## src/rtl/vec_pipe_ctrl_if.sv

```systemverilog
// rtl/vec_pipe_ctrl_if.sv - decode, EX-unit and register-file signals of vec_pipe_ctrl
interface vec_pipe_ctrl_if #(
  parameter int OPCODE_W   = 5,
  parameter int REG_ADDR_W = 4
);
  logic                  dec_valid;
  logic [OPCODE_W-1:0]   dec_opcode;
  logic [REG_ADDR_W-1:0] dec_rd;
  logic [REG_ADDR_W-1:0] dec_rs1;
  logic [REG_ADDR_W-1:0] dec_rs2;
  logic                  dec_ready;
  logic                  alu_st;
  logic [3:0]            alu_op;
  logic                  mem_st;
  logic [1:0]            mem_op;
  logic                  alu_rdy;
  logic                  mem_rdy;
  logic                  shift_op;
  logic [1:0]            esc_wr_sel;
  logic [1:0]            vec_wr_sel;
  logic                  esc_wr_en;
  logic                  vec_wr_en;
  logic [REG_ADDR_W-1:0] wr_addr;
  logic                  busy;
  logic                  halted;
  logic                  timeout_err;

  modport master (
    output dec_valid, dec_opcode, dec_rd, dec_rs1, dec_rs2, alu_rdy, mem_rdy,
    input  dec_ready, alu_st, alu_op, mem_st, mem_op, shift_op, esc_wr_sel, vec_wr_sel,
           esc_wr_en, vec_wr_en, wr_addr, busy, halted, timeout_err
  );

  modport slave (
    input  dec_valid, dec_opcode, dec_rd, dec_rs1, dec_rs2, alu_rdy, mem_rdy,
    output dec_ready, alu_st, alu_op, mem_st, mem_op, shift_op, esc_wr_sel, vec_wr_sel,
           esc_wr_en, vec_wr_en, wr_addr, busy, halted, timeout_err
  );
endinterface

```

## src/rtl/vec_pipe_ctrl.sv

```systemverilog
// rtl/vec_pipe_ctrl.sv - sequential vector control: issue, wait with timeout, RAW hazard, writeback
module vec_pipe_ctrl #(
  parameter int OPCODE_W    = 5,
  parameter int REG_ADDR_W  = 4,
  parameter int TIMEOUT_CYC = 256
) (
  input logic            clk,
  input logic            rst,
  vec_pipe_ctrl_if.slave bus
);
  localparam int CNT_W = $clog2(TIMEOUT_CYC);

  localparam logic [4:0] OP_ALU_MAX = 5'h0D;
  localparam logic [4:0] OP_CV      = 5'h0E;
  localparam logic [4:0] OP_CE      = 5'h0F;
  localparam logic [4:0] OP_GE      = 5'h11;
  localparam logic [4:0] OP_TB      = 5'h12;
  localparam logic [4:0] OP_CDE     = 5'h13;
  localparam logic [4:0] OP_CIE     = 5'h14;
  localparam logic [4:0] OP_SI      = 5'h15;
  localparam logic [4:0] OP_CI      = 5'h16;
  localparam logic [4:0] OP_STP     = 5'h1F;

  typedef enum logic [1:0] {S_IDLE, S_ISSUE, S_WAIT, S_HALT} state_e;

  state_e                state_q, state_d;
  logic [CNT_W-1:0]      cnt_q, cnt_d;
  logic                  alu_st_q, alu_st_d;
  logic                  mem_st_q, mem_st_d;
  logic [3:0]            alu_op_q, alu_op_d;
  logic [1:0]            mem_op_q, mem_op_d;
  logic                  wait_alu_q, wait_alu_d;
  logic                  pend_esc_q, pend_esc_d;
  logic                  pend_vec_q, pend_vec_d;
  logic                  esc_en_q, esc_en_d;
  logic                  vec_en_q, vec_en_d;
  logic [1:0]            esc_sel_q, esc_sel_d;
  logic [1:0]            vec_sel_q, vec_sel_d;
  logic                  shift_q, shift_d;
  logic [REG_ADDR_W-1:0] wr_addr_q, wr_addr_d;
  logic                  tout_q, tout_d;

  logic [OPCODE_W-1:0]   opc;
  logic [4:0]            op5;
  logic                  is_alu, is_mem, is_sgl, is_stp;
  logic                  hazard, ready, accept, rdy;

  assign opc    = bus.dec_opcode;
  assign op5    = opc[4:0];
  assign is_alu = (op5 <= OP_ALU_MAX);
  assign is_mem = (op5 >= OP_CV) && (op5 <= OP_GE);
  assign is_sgl = (op5 >= OP_TB) && (op5 <= OP_CI);
  assign is_stp = (op5 == OP_STP);

  // A write enable being high this cycle is the only pending writeback there can be.
  assign hazard = (esc_en_q || vec_en_q) && bus.dec_valid &&
                  ((bus.dec_rs1 == wr_addr_q) || (bus.dec_rs2 == wr_addr_q));
  assign ready  = (state_q == S_IDLE) && !hazard;
  assign accept = bus.dec_valid && ready;
  assign rdy    = wait_alu_q ? bus.alu_rdy : bus.mem_rdy;

  always_comb begin
    state_d    = state_q;
    cnt_d      = cnt_q;
    alu_st_d   = 1'b0;
    mem_st_d   = 1'b0;
    esc_en_d   = 1'b0;
    vec_en_d   = 1'b0;
    alu_op_d   = alu_op_q;
    mem_op_d   = mem_op_q;
    wait_alu_d = wait_alu_q;
    pend_esc_d = pend_esc_q;
    pend_vec_d = pend_vec_q;
    esc_sel_d  = esc_sel_q;
    vec_sel_d  = vec_sel_q;
    shift_d    = shift_q;
    wr_addr_d  = wr_addr_q;
    tout_d     = tout_q;

    unique case (state_q)
      S_IDLE: begin
        if (accept) begin
          if (is_sgl) begin
            wr_addr_d = bus.dec_rd;
            case (op5)
              OP_TB:   begin vec_en_d = 1'b1; vec_sel_d = 2'd2; end
              OP_CDE:  begin esc_en_d = 1'b1; esc_sel_d = 2'd2; shift_d = 1'b1; end
              OP_CIE:  begin esc_en_d = 1'b1; esc_sel_d = 2'd2; shift_d = 1'b0; end
              OP_SI:   begin esc_en_d = 1'b1; esc_sel_d = 2'd3; end
              default: begin esc_en_d = 1'b1; esc_sel_d = 2'd0; end
            endcase
          end else if (is_alu || is_mem) begin
            state_d    = S_ISSUE;
            wr_addr_d  = bus.dec_rd;
            wait_alu_d = is_alu;
            alu_st_d   = is_alu;
            mem_st_d   = is_mem;
            pend_esc_d = 1'b0;
            pend_vec_d = 1'b0;
            if (is_alu) begin
              alu_op_d   = op5[3:0];
              vec_sel_d  = 2'd1;
              pend_vec_d = 1'b1;
            end else begin
              mem_op_d = op5[1:0];
              if (op5 == OP_CV) begin
                vec_sel_d  = 2'd0;
                pend_vec_d = 1'b1;
              end else if (op5 == OP_CE) begin
                esc_sel_d  = 2'd1;
                pend_esc_d = 1'b1;
              end
            end
          end else if (is_stp) begin
            state_d = S_HALT;
          end
        end
      end
      S_ISSUE: begin
        state_d = S_WAIT;
        cnt_d   = '0;
      end
      S_WAIT: begin
        if (rdy) begin
          state_d  = S_IDLE;
          esc_en_d = pend_esc_q;
          vec_en_d = pend_vec_q;
        end else if (cnt_q == CNT_W'(TIMEOUT_CYC - 1)) begin
          state_d = S_IDLE;
          tout_d  = 1'b1;
        end else begin
          cnt_d = cnt_q + 1'b1;
        end
      end
      S_HALT: begin
        state_d = S_HALT;
      end
    endcase
  end

  always_ff @(posedge clk) begin
    if (rst) begin
      state_q    <= S_IDLE;
      cnt_q      <= '0;
      alu_st_q   <= 1'b0;
      mem_st_q   <= 1'b0;
      alu_op_q   <= '0;
      mem_op_q   <= '0;
      wait_alu_q <= 1'b0;
      pend_esc_q <= 1'b0;
      pend_vec_q <= 1'b0;
      esc_en_q   <= 1'b0;
      vec_en_q   <= 1'b0;
      esc_sel_q  <= '0;
      vec_sel_q  <= '0;
      shift_q    <= 1'b0;
      wr_addr_q  <= '0;
      tout_q     <= 1'b0;
    end else begin
      state_q    <= state_d;
      cnt_q      <= cnt_d;
      alu_st_q   <= alu_st_d;
      mem_st_q   <= mem_st_d;
      alu_op_q   <= alu_op_d;
      mem_op_q   <= mem_op_d;
      wait_alu_q <= wait_alu_d;
      pend_esc_q <= pend_esc_d;
      pend_vec_q <= pend_vec_d;
      esc_en_q   <= esc_en_d;
      vec_en_q   <= vec_en_d;
      esc_sel_q  <= esc_sel_d;
      vec_sel_q  <= vec_sel_d;
      shift_q    <= shift_d;
      wr_addr_q  <= wr_addr_d;
      tout_q     <= tout_d;
    end
  end

  assign bus.dec_ready   = ready;
  assign bus.alu_st      = alu_st_q;
  assign bus.alu_op      = alu_op_q;
  assign bus.mem_st      = mem_st_q;
  assign bus.mem_op      = mem_op_q;
  assign bus.shift_op    = shift_q;
  assign bus.esc_wr_sel  = esc_sel_q;
  assign bus.vec_wr_sel  = vec_sel_q;
  assign bus.esc_wr_en   = esc_en_q;
  assign bus.vec_wr_en   = vec_en_q;
  assign bus.wr_addr     = wr_addr_q;
  assign bus.busy        = (state_q != S_IDLE) || esc_en_q || vec_en_q;
  assign bus.halted      = (state_q == S_HALT);
  assign bus.timeout_err = tout_q;
endmodule
```

## src/flat_wrapper.sv

```systemverilog
// flat-port wrapper written by rule: the top's interface ports become plain ports
module vec_pipe_ctrl_flat 
#(
  parameter int OPCODE_W    = 5,
  parameter int REG_ADDR_W  = 4,
  parameter int TIMEOUT_CYC = 256
)
  (clk, rst, bus_dec_valid, bus_dec_opcode, bus_dec_rd, bus_dec_rs1, bus_dec_rs2, bus_alu_rdy, bus_mem_rdy, bus_dec_ready, bus_alu_st, bus_alu_op, bus_mem_st, bus_mem_op, bus_shift_op, bus_esc_wr_sel, bus_vec_wr_sel, bus_esc_wr_en, bus_vec_wr_en, bus_wr_addr, bus_busy, bus_halted, bus_timeout_err);
  vec_pipe_ctrl_if #(.OPCODE_W(OPCODE_W), .REG_ADDR_W(REG_ADDR_W)) bus_i ();
  input logic clk;
  input logic rst;
  input wire logic [$bits(bus_i.dec_valid)-1:0] bus_dec_valid;
  input wire logic [$bits(bus_i.dec_opcode)-1:0] bus_dec_opcode;
  input wire logic [$bits(bus_i.dec_rd)-1:0] bus_dec_rd;
  input wire logic [$bits(bus_i.dec_rs1)-1:0] bus_dec_rs1;
  input wire logic [$bits(bus_i.dec_rs2)-1:0] bus_dec_rs2;
  input wire logic [$bits(bus_i.alu_rdy)-1:0] bus_alu_rdy;
  input wire logic [$bits(bus_i.mem_rdy)-1:0] bus_mem_rdy;
  output wire logic [$bits(bus_i.dec_ready)-1:0] bus_dec_ready;
  output wire logic [$bits(bus_i.alu_st)-1:0] bus_alu_st;
  output wire logic [$bits(bus_i.alu_op)-1:0] bus_alu_op;
  output wire logic [$bits(bus_i.mem_st)-1:0] bus_mem_st;
  output wire logic [$bits(bus_i.mem_op)-1:0] bus_mem_op;
  output wire logic [$bits(bus_i.shift_op)-1:0] bus_shift_op;
  output wire logic [$bits(bus_i.esc_wr_sel)-1:0] bus_esc_wr_sel;
  output wire logic [$bits(bus_i.vec_wr_sel)-1:0] bus_vec_wr_sel;
  output wire logic [$bits(bus_i.esc_wr_en)-1:0] bus_esc_wr_en;
  output wire logic [$bits(bus_i.vec_wr_en)-1:0] bus_vec_wr_en;
  output wire logic [$bits(bus_i.wr_addr)-1:0] bus_wr_addr;
  output wire logic [$bits(bus_i.busy)-1:0] bus_busy;
  output wire logic [$bits(bus_i.halted)-1:0] bus_halted;
  output wire logic [$bits(bus_i.timeout_err)-1:0] bus_timeout_err;
  assign bus_i.dec_valid = bus_dec_valid;
  assign bus_i.dec_opcode = bus_dec_opcode;
  assign bus_i.dec_rd = bus_dec_rd;
  assign bus_i.dec_rs1 = bus_dec_rs1;
  assign bus_i.dec_rs2 = bus_dec_rs2;
  assign bus_i.alu_rdy = bus_alu_rdy;
  assign bus_i.mem_rdy = bus_mem_rdy;
  assign bus_dec_ready = bus_i.dec_ready;
  assign bus_alu_st = bus_i.alu_st;
  assign bus_alu_op = bus_i.alu_op;
  assign bus_mem_st = bus_i.mem_st;
  assign bus_mem_op = bus_i.mem_op;
  assign bus_shift_op = bus_i.shift_op;
  assign bus_esc_wr_sel = bus_i.esc_wr_sel;
  assign bus_vec_wr_sel = bus_i.vec_wr_sel;
  assign bus_esc_wr_en = bus_i.esc_wr_en;
  assign bus_vec_wr_en = bus_i.vec_wr_en;
  assign bus_wr_addr = bus_i.wr_addr;
  assign bus_busy = bus_i.busy;
  assign bus_halted = bus_i.halted;
  assign bus_timeout_err = bus_i.timeout_err;
  vec_pipe_ctrl #(.OPCODE_W(OPCODE_W), .REG_ADDR_W(REG_ADDR_W), .TIMEOUT_CYC(TIMEOUT_CYC)) u_core (.clk(clk), .rst(rst), .bus(bus_i));
endmodule
```

## config.mk

```make
export PLATFORM = sky130hd
export DESIGN_NAME = vec_pipe_ctrl_flat
export DESIGN_NICKNAME = d
export VERILOG_FILES = /design/src/rtl/vec_pipe_ctrl_if.sv /design/src/rtl/vec_pipe_ctrl.sv /design/src/flat_wrapper.sv
export SDC_FILE = /design/constraint.sdc
export NUM_CORES = 1
export LEC_CHECK = 0
export ABC_AREA = 0
export CAP_MARGIN = 5
export CORE_ASPECT_RATIO = 0.6
export CORE_MARGIN = 2
export CORE_UTILIZATION = 37
export CTS_CLUSTER_DIAMETER = 60
export DETAILED_ROUTE_END_ITERATION = 8
export HOLD_SLACK_MARGIN = 0.05
export PLACE_DENSITY = 0.69
export SLEW_MARGIN = 10
export SYNTH_ARGS = -nofsm -noshare
export SYNTH_HDL_FRONTEND = slang
export SYNTH_SLANG_ARGS = --single-unit
```

## constraint.sdc

```tcl
create_clock -name clk -period 3.2 [get_ports clk]
set_input_delay 0.64 -clock clk [delete_from_list [all_inputs] [get_ports clk]]
set_output_delay 0.64 -clock clk [all_outputs]
set_load 0.005 [all_outputs]
```

* Word level (Yosys, flattened, before mapping)
Cells that the tools add are included.
Storage, ports and cells: bits in registers 33, output and inout port bits 23, logic and storage cells 122, input bits 22
Cells by class: add/subtract/negate cells 1, mux-type cells 40, magnitude comparators 5, reduce and logical (&&, ||, !) cells 31, bitwise gates (word level) 6, equality and inequality tests 23
Operator list (number):
- $mux W2 | 16
- $eq A5 B5 Y1 const B | 5
- $mux W8 | 2
- $pmux W8 S2 | 1
- $reduce_and A5 Y1 | 3
- $mux W1 | 14
- $ne A2 B2 Y1 const B | 6
- $reduce_and A4 Y1 | 3
- $eq A5 B4 Y1 const B | 2
- $le A5 B5 Y1 const B | 2
- $reduce_bool A2 Y1 | 5
- $reduce_and A3 Y1 | 3
- $add A8 B1 Y8 const B | 1
- $eq A4 B4 Y1 | 2
- $eq A8 B8 Y1 const B | 1
- $mux W4 | 2
- $pmux W2 S4 | 1
- $reduce_and A7 Y1 | 1
- $logic_and A1 B1 Y1 | 6
- $not A1 Y1 | 6
- $pmux W1 S2 | 3
- $pmux W2 S3 | 1
- $ge A5 B4 Y1 const B | 1
- $ge A5 B5 Y1 const B | 1
- 12 further kinds | 18

* Longest topological paths before layout
Gate-level depths: netlist (run 1).
word-level depth 8, depth in mapped cells 7, gate-level depth less buffers 7

* Least setup slack after synthesis (run 1)
No wires, ideal clock.
path type input to output, from input port bus_dec_rs2[1], to output port bus_dec_ready, data required time 2.560 ns, path slack 0.966 ns, stages 5, data arrival time 1.594 ns, path buffers 1, path through xor2_1 -> nor4_2 -> o22a_4 -> buf_2 -> a21boi_0
On the way: word-level cells in the longest chain between the ends 5
Ends and longest elaborated chain:
- from (decl) | RTL line flat_wrapper.sv:16 | input wire logic [$bits(bus_i.dec_rs2)-1:0] bus_dec_rs2;
- $eq A4 B4 Y1 | RTL line vec_pipe_ctrl.sv:57 | ((bus.dec_rs1 == wr_addr_q) || (bus.dec_rs2 == wr_addr_q));
- $logic_or A1 B1 Y1 | RTL line vec_pipe_ctrl.sv:57
- $logic_and A1 B1 Y1 | RTL line vec_pipe_ctrl.sv:56 | assign hazard = (esc_en_q || vec_en_q) && bus.dec_valid &&
- $logic_not A1 Y1 | RTL line vec_pipe_ctrl.sv:58 | assign ready = (state_q == S_IDLE) && !hazard;
- $logic_and A1 B1 Y1 | RTL line vec_pipe_ctrl.sv:58
- to (decl) | RTL line flat_wrapper.sv:19 | output wire logic [$bits(bus_i.dec_ready)-1:0] bus_dec_ready;
Every way passes these cells.

* Worst setup path in the final report (run 1)
Same ends and word-level chain as after synthesis.

==> impl_results.md, run 1 <==
- Status: finished, final reports clean
- Drt initial violations: 116
- Mapped Area: approximately 1800 um^2
- RSZ-0062 raised after global routing: false
- Cts bufs inserted: 5
- CP Capture Type: output port
- Clock period minus worst slack: between 3000 and 4000 ps
- Share of layout cells above drive strength 1: between 10% and 20%
- WP depth: 6
- Maximum operating frequency: between 0.3 and 0.4 GHz
- CTS max path bufs: 2
- Warnings, synthesis: 0
- Die area: 5550 um^2
- Ports: 45
- Netlist cell types: a little under 50
- Worst Path Required: between 2000 and 3000 ps
- R2R setup slack: roughly 1100 ps
- Starting Density: between 30% and 40%
- DP Worst Slack: 147 ps
- Detail Route Antenna Nets: 0
- Max-slew headroom: between 60% and 70%
- First-pass GRT wire length: between 7000 and 8000 um
- Port buffer count: 44
- Clk root buf: clkbuf_8
- Mean Syn Cell Area: about 8.5 um^2
- Critical R2R Capture: u_core.state_q[0]
- CTS resizes: 0
- Predominant post-synthesis flop cell: dfxtp_1
- Final worst-path cycle share: between 90 and 100%
- Gr ovfl total: 0
- Worst setup path endpoint: bus_dec_ready
- Top cell by count, worst path: clkdlybuf4s50_1
- Worst Setup SP: bus_dec_rs2[1]
- Post-route setup slack: 188 ps
- Asr flop ratio synth: 0%
- DIE WIDTH: between 90 and 100 um
- Clock Latency Late Sink: ~290 ps
- ANT cells: 0
- Worst-path cell chain: clkdlybuf4s50_1, xor2_1, nor4_2, o22a_4, a21boi_0, clkdlybuf4s50_1
- Setup TNS: 0 ps
- CP Class: in -> out
- Setup Skew: 9.44 ps
- Core region area: around 4700 um^2
- Post-DR vias/cell: roughly 5.3
- Worst EP arrival: between 2000 and 2500 ps
- Post-CTS setup buffer count: 0
- Nets: ~280
- Yosys top cell area share: 36.0%
- Hold-fix buffers, CTS: 0
- Number of vias in the routed layout: approximately 1700
- Hold Slack: around 480 ps
- Crit path max-delay family: buffers and inverters
- Register bit total from synthesis: 33
- Post-synth EDFFs: 0
- Register area share after synthesis: between 30% and 40%
- Number of global-route vias before repair: approximately 1500
- Clock sink total: 33
- Top-count cell post-synth: dfxtp_1
- Crit-path max cell delay: ~460 ps
- CTS tree: yes
- H-Tree Depth: 2
- Total power: roughly 1.3 mW
- CP Buf/Inv Count: 2
- Pwr/cell area: roughly 520 nW/um^2
- Slowest CP cell: clkdlybuf4s50_1
- Max-Cap Viols: 0
- Gr usage total: between 10% and 20%
- Die Y: 58.5 um
- DR WL/cell: approximately 14 um
- Final WL: 4530 um
- Leak: 0.815 nW
- # fillers: approximately 460
- Most instantiated cells after synthesis: dfxtp_1, a21oi_1, nand3_1, o21ai_0, nor2_1
- Maximum vdd drop: between 0.2 and 0.3 mV
- CP max FO: 2
- Initial antenna violation count: 0
- Syn nets: 242
- Final Setup Violations: 0
- Reg2reg start: u_core.state_q[0]
- Area growth from synthesis to layout: 31.6%
- Detailed-route DRC error count: 0
- Final Hold Violating Endpoints: 0
- CTS clk-pin slew, worst paths: 70 ps
- Largest area contributor in the netlist: dfxtp_1
- HP Class: reg -> reg
- Worst slew pin tran: 591 ps
- DRT Pass-1 Iters: 4
- Synthesized netlist cell count: between 200 and 250
- Length in cells of the worst reg-to-reg path: 7
- Global placement routability congestion: around 0.79
- Synth top area cells: dfxtp_1, a21oi_1, nand3_1
- CP startpoint kind: primary input
- Final Max Slew Viols: 0
- Post-DP HPWL: around 3400 um
- FP Rows: 19
- Largest net degree at the start of global routing: 21
[per-stage QoR]
step | instance area (um^2) | cells | util, %
global route | 2410 | 321 | 51.8
finish | 2410 | 321 | 51.8
global placement | 2330 | 313 | 49.9
floorplan | 1830 | 215 | -
CTS | 2410 | 321 | 51.8
detailed placement | 2330 | 313 | 49.9
[per-layer routing]
| layer | wire, um | part of all wire [%] | global-route usage (%) |
|---|---|---|---|
| met1 | 2430 | 54 | 26.5 |
| met2 | 1730 | 38 | 22.2 |
| met5 | 0 | 0 | 0 |
| met4 | 22 | 0.49 | 3.73 |
| met3 | 356 | 7.9 | 5.38 |
[worst min-delay path: stages, from the launching register on]
cell,delay [ps]
dfxtp_1,310
o21ai_0,60
a21oi_1,60
[area by class of cell]
cell class                      count  area [um^2]  share of cell area (%)
Sequential cell                    33          661                    27.4
Multi-Input combinational cell    163         1100                    45.5
Clock buffer                        5         68.8                    2.85
Inverter                            7         26.3                    1.09
Tap cell                           63         78.8                    3.27
Clock inverter                      3         17.5                   0.726
Timing Repair Buffer               47          463                    19.2
[cells by family after synthesis]
| group | Yosys count | share of synthesized area [%] |
|---|---|---|
| mux | 3 | 1.98 |
| flops | 33 | 36.0 |
| simple gates | 71 | 20.7 |
| fa+ha+maj | 5 | 3.41 |
| xor+xnor | 14 | 6.69 |
| compound gates | 70 | 27.1 |
| buf+inv | 19 | 4.10 |
[state kept, by name (all words and copies together) (netlist names)]
register / count
u_core.bus.mem_st: 1
u_core.bus.alu_op: 4
u_core.pend_vec_q: 1
u_core.wait_alu_q: 1
u_core.bus.mem_op: 2
u_core.pend_esc_q: 1
u_core.bus.esc_wr_en: 1
u_core.cnt_q: 8
u_core.bus.esc_wr_sel: 2
u_core.bus.alu_st: 1
u_core.bus.vec_wr_en: 1
u_core.bus.vec_wr_sel: 2
u_core.bus.timeout_err: 1
u_core.state_q: 2
u_core.bus.wr_addr: 4
u_core.bus.shift_op: 1
[placed cells by master, fill, tap and decap left out, drive strengths merged, types with 2 or more instances in the layout]
cell / synthesis / final
clkdlybuf4s50: 0 / 44
dfxtp: 33 / 33
a21oi: 24 / 24
nand3: 20 / 20
o21ai: 19 / 19
nor2: 14 / 14
nand2: 10 / 10
xor2: 8 / 8
inv: 7 / 7
xnor2: 6 / 6
a211oi: 6 / 6
nor3: 5 / 5
ha: 5 / 5
clkbuf: 8 / 5
nand2b: 4 / 4
buf: 4 / 3
nor4: 3 / 3
and3: 2 / 2
nand4: 2 / 2
or2: 2 / 2
a2111oi: 2 / 2
o31ai: 2 / 2
nand3b: 2 / 2
and2: 2 / 2
o21a: 2 / 2
nand4b: 2 / 2
clkinv: 0 / 2
a21o: 2 / 2
mux2: 2 / 2
a31o: 2 / 2
[worst min path at each step]
stage          slack (ps)  cells past startpoint                       end                startpoint
2_1_floorplan         440                      2      u_core.bus.esc_wr_en         u_core.pend_esc_q
3_3_place_gp          460                      2  u_core.bus.vec_wr_sel[1]  u_core.bus.vec_wr_sel[1]
3_5_place_dp          470                      2      u_core.bus.alu_op[1]      u_core.bus.alu_op[1]
4_1_cts               480                      2      u_core.bus.alu_op[1]      u_core.bus.alu_op[1]
5_1_grt               500                      1    u_core.bus.timeout_err    u_core.bus.timeout_err
6_report              480                      2      u_core.bus.alu_op[1]      u_core.bus.alu_op[1]
[power by group]
group | switching, mW | internal [mW] | total (mW)
sequential | 0.0312 | 0.446 | 0.477
combinational | 0.265 | 0.208 | 0.474
clock | 0.160 | 0.150 | 0.310
Power figures use the tool's default switching activity.
==> inputs of run 2 (changes only) <==
--- a/config.mk
+++ b/config.mk
@@ -14,7 +14,7 @@
 export DETAILED_ROUTE_END_ITERATION = 8
 export HOLD_SLACK_MARGIN = 0.05
 export PLACE_DENSITY = 0.69
-export SLEW_MARGIN = 10
+export SLEW_MARGIN = 20
 export SYNTH_ARGS = -nofsm -noshare
 export SYNTH_HDL_FRONTEND = slang
 export SYNTH_SLANG_ARGS = --single-unit
==> results of run 2 <==
The final DEF is identical to that of run 1; final timing and power are the same.
==> inputs of run 3 (changes only) <==
--- a/config.mk
+++ b/config.mk
@@ -12,7 +12,6 @@
 export CORE_UTILIZATION = 37
 export CTS_CLUSTER_DIAMETER = 60
 export DETAILED_ROUTE_END_ITERATION = 8
-export HOLD_SLACK_MARGIN = 0.05
 export PLACE_DENSITY = 0.69
 export SLEW_MARGIN = 20
 export SYNTH_ARGS = -nofsm -noshare
==> results of run 3 <==
The final DEF is identical to that of run 1; final timing and power are the same.
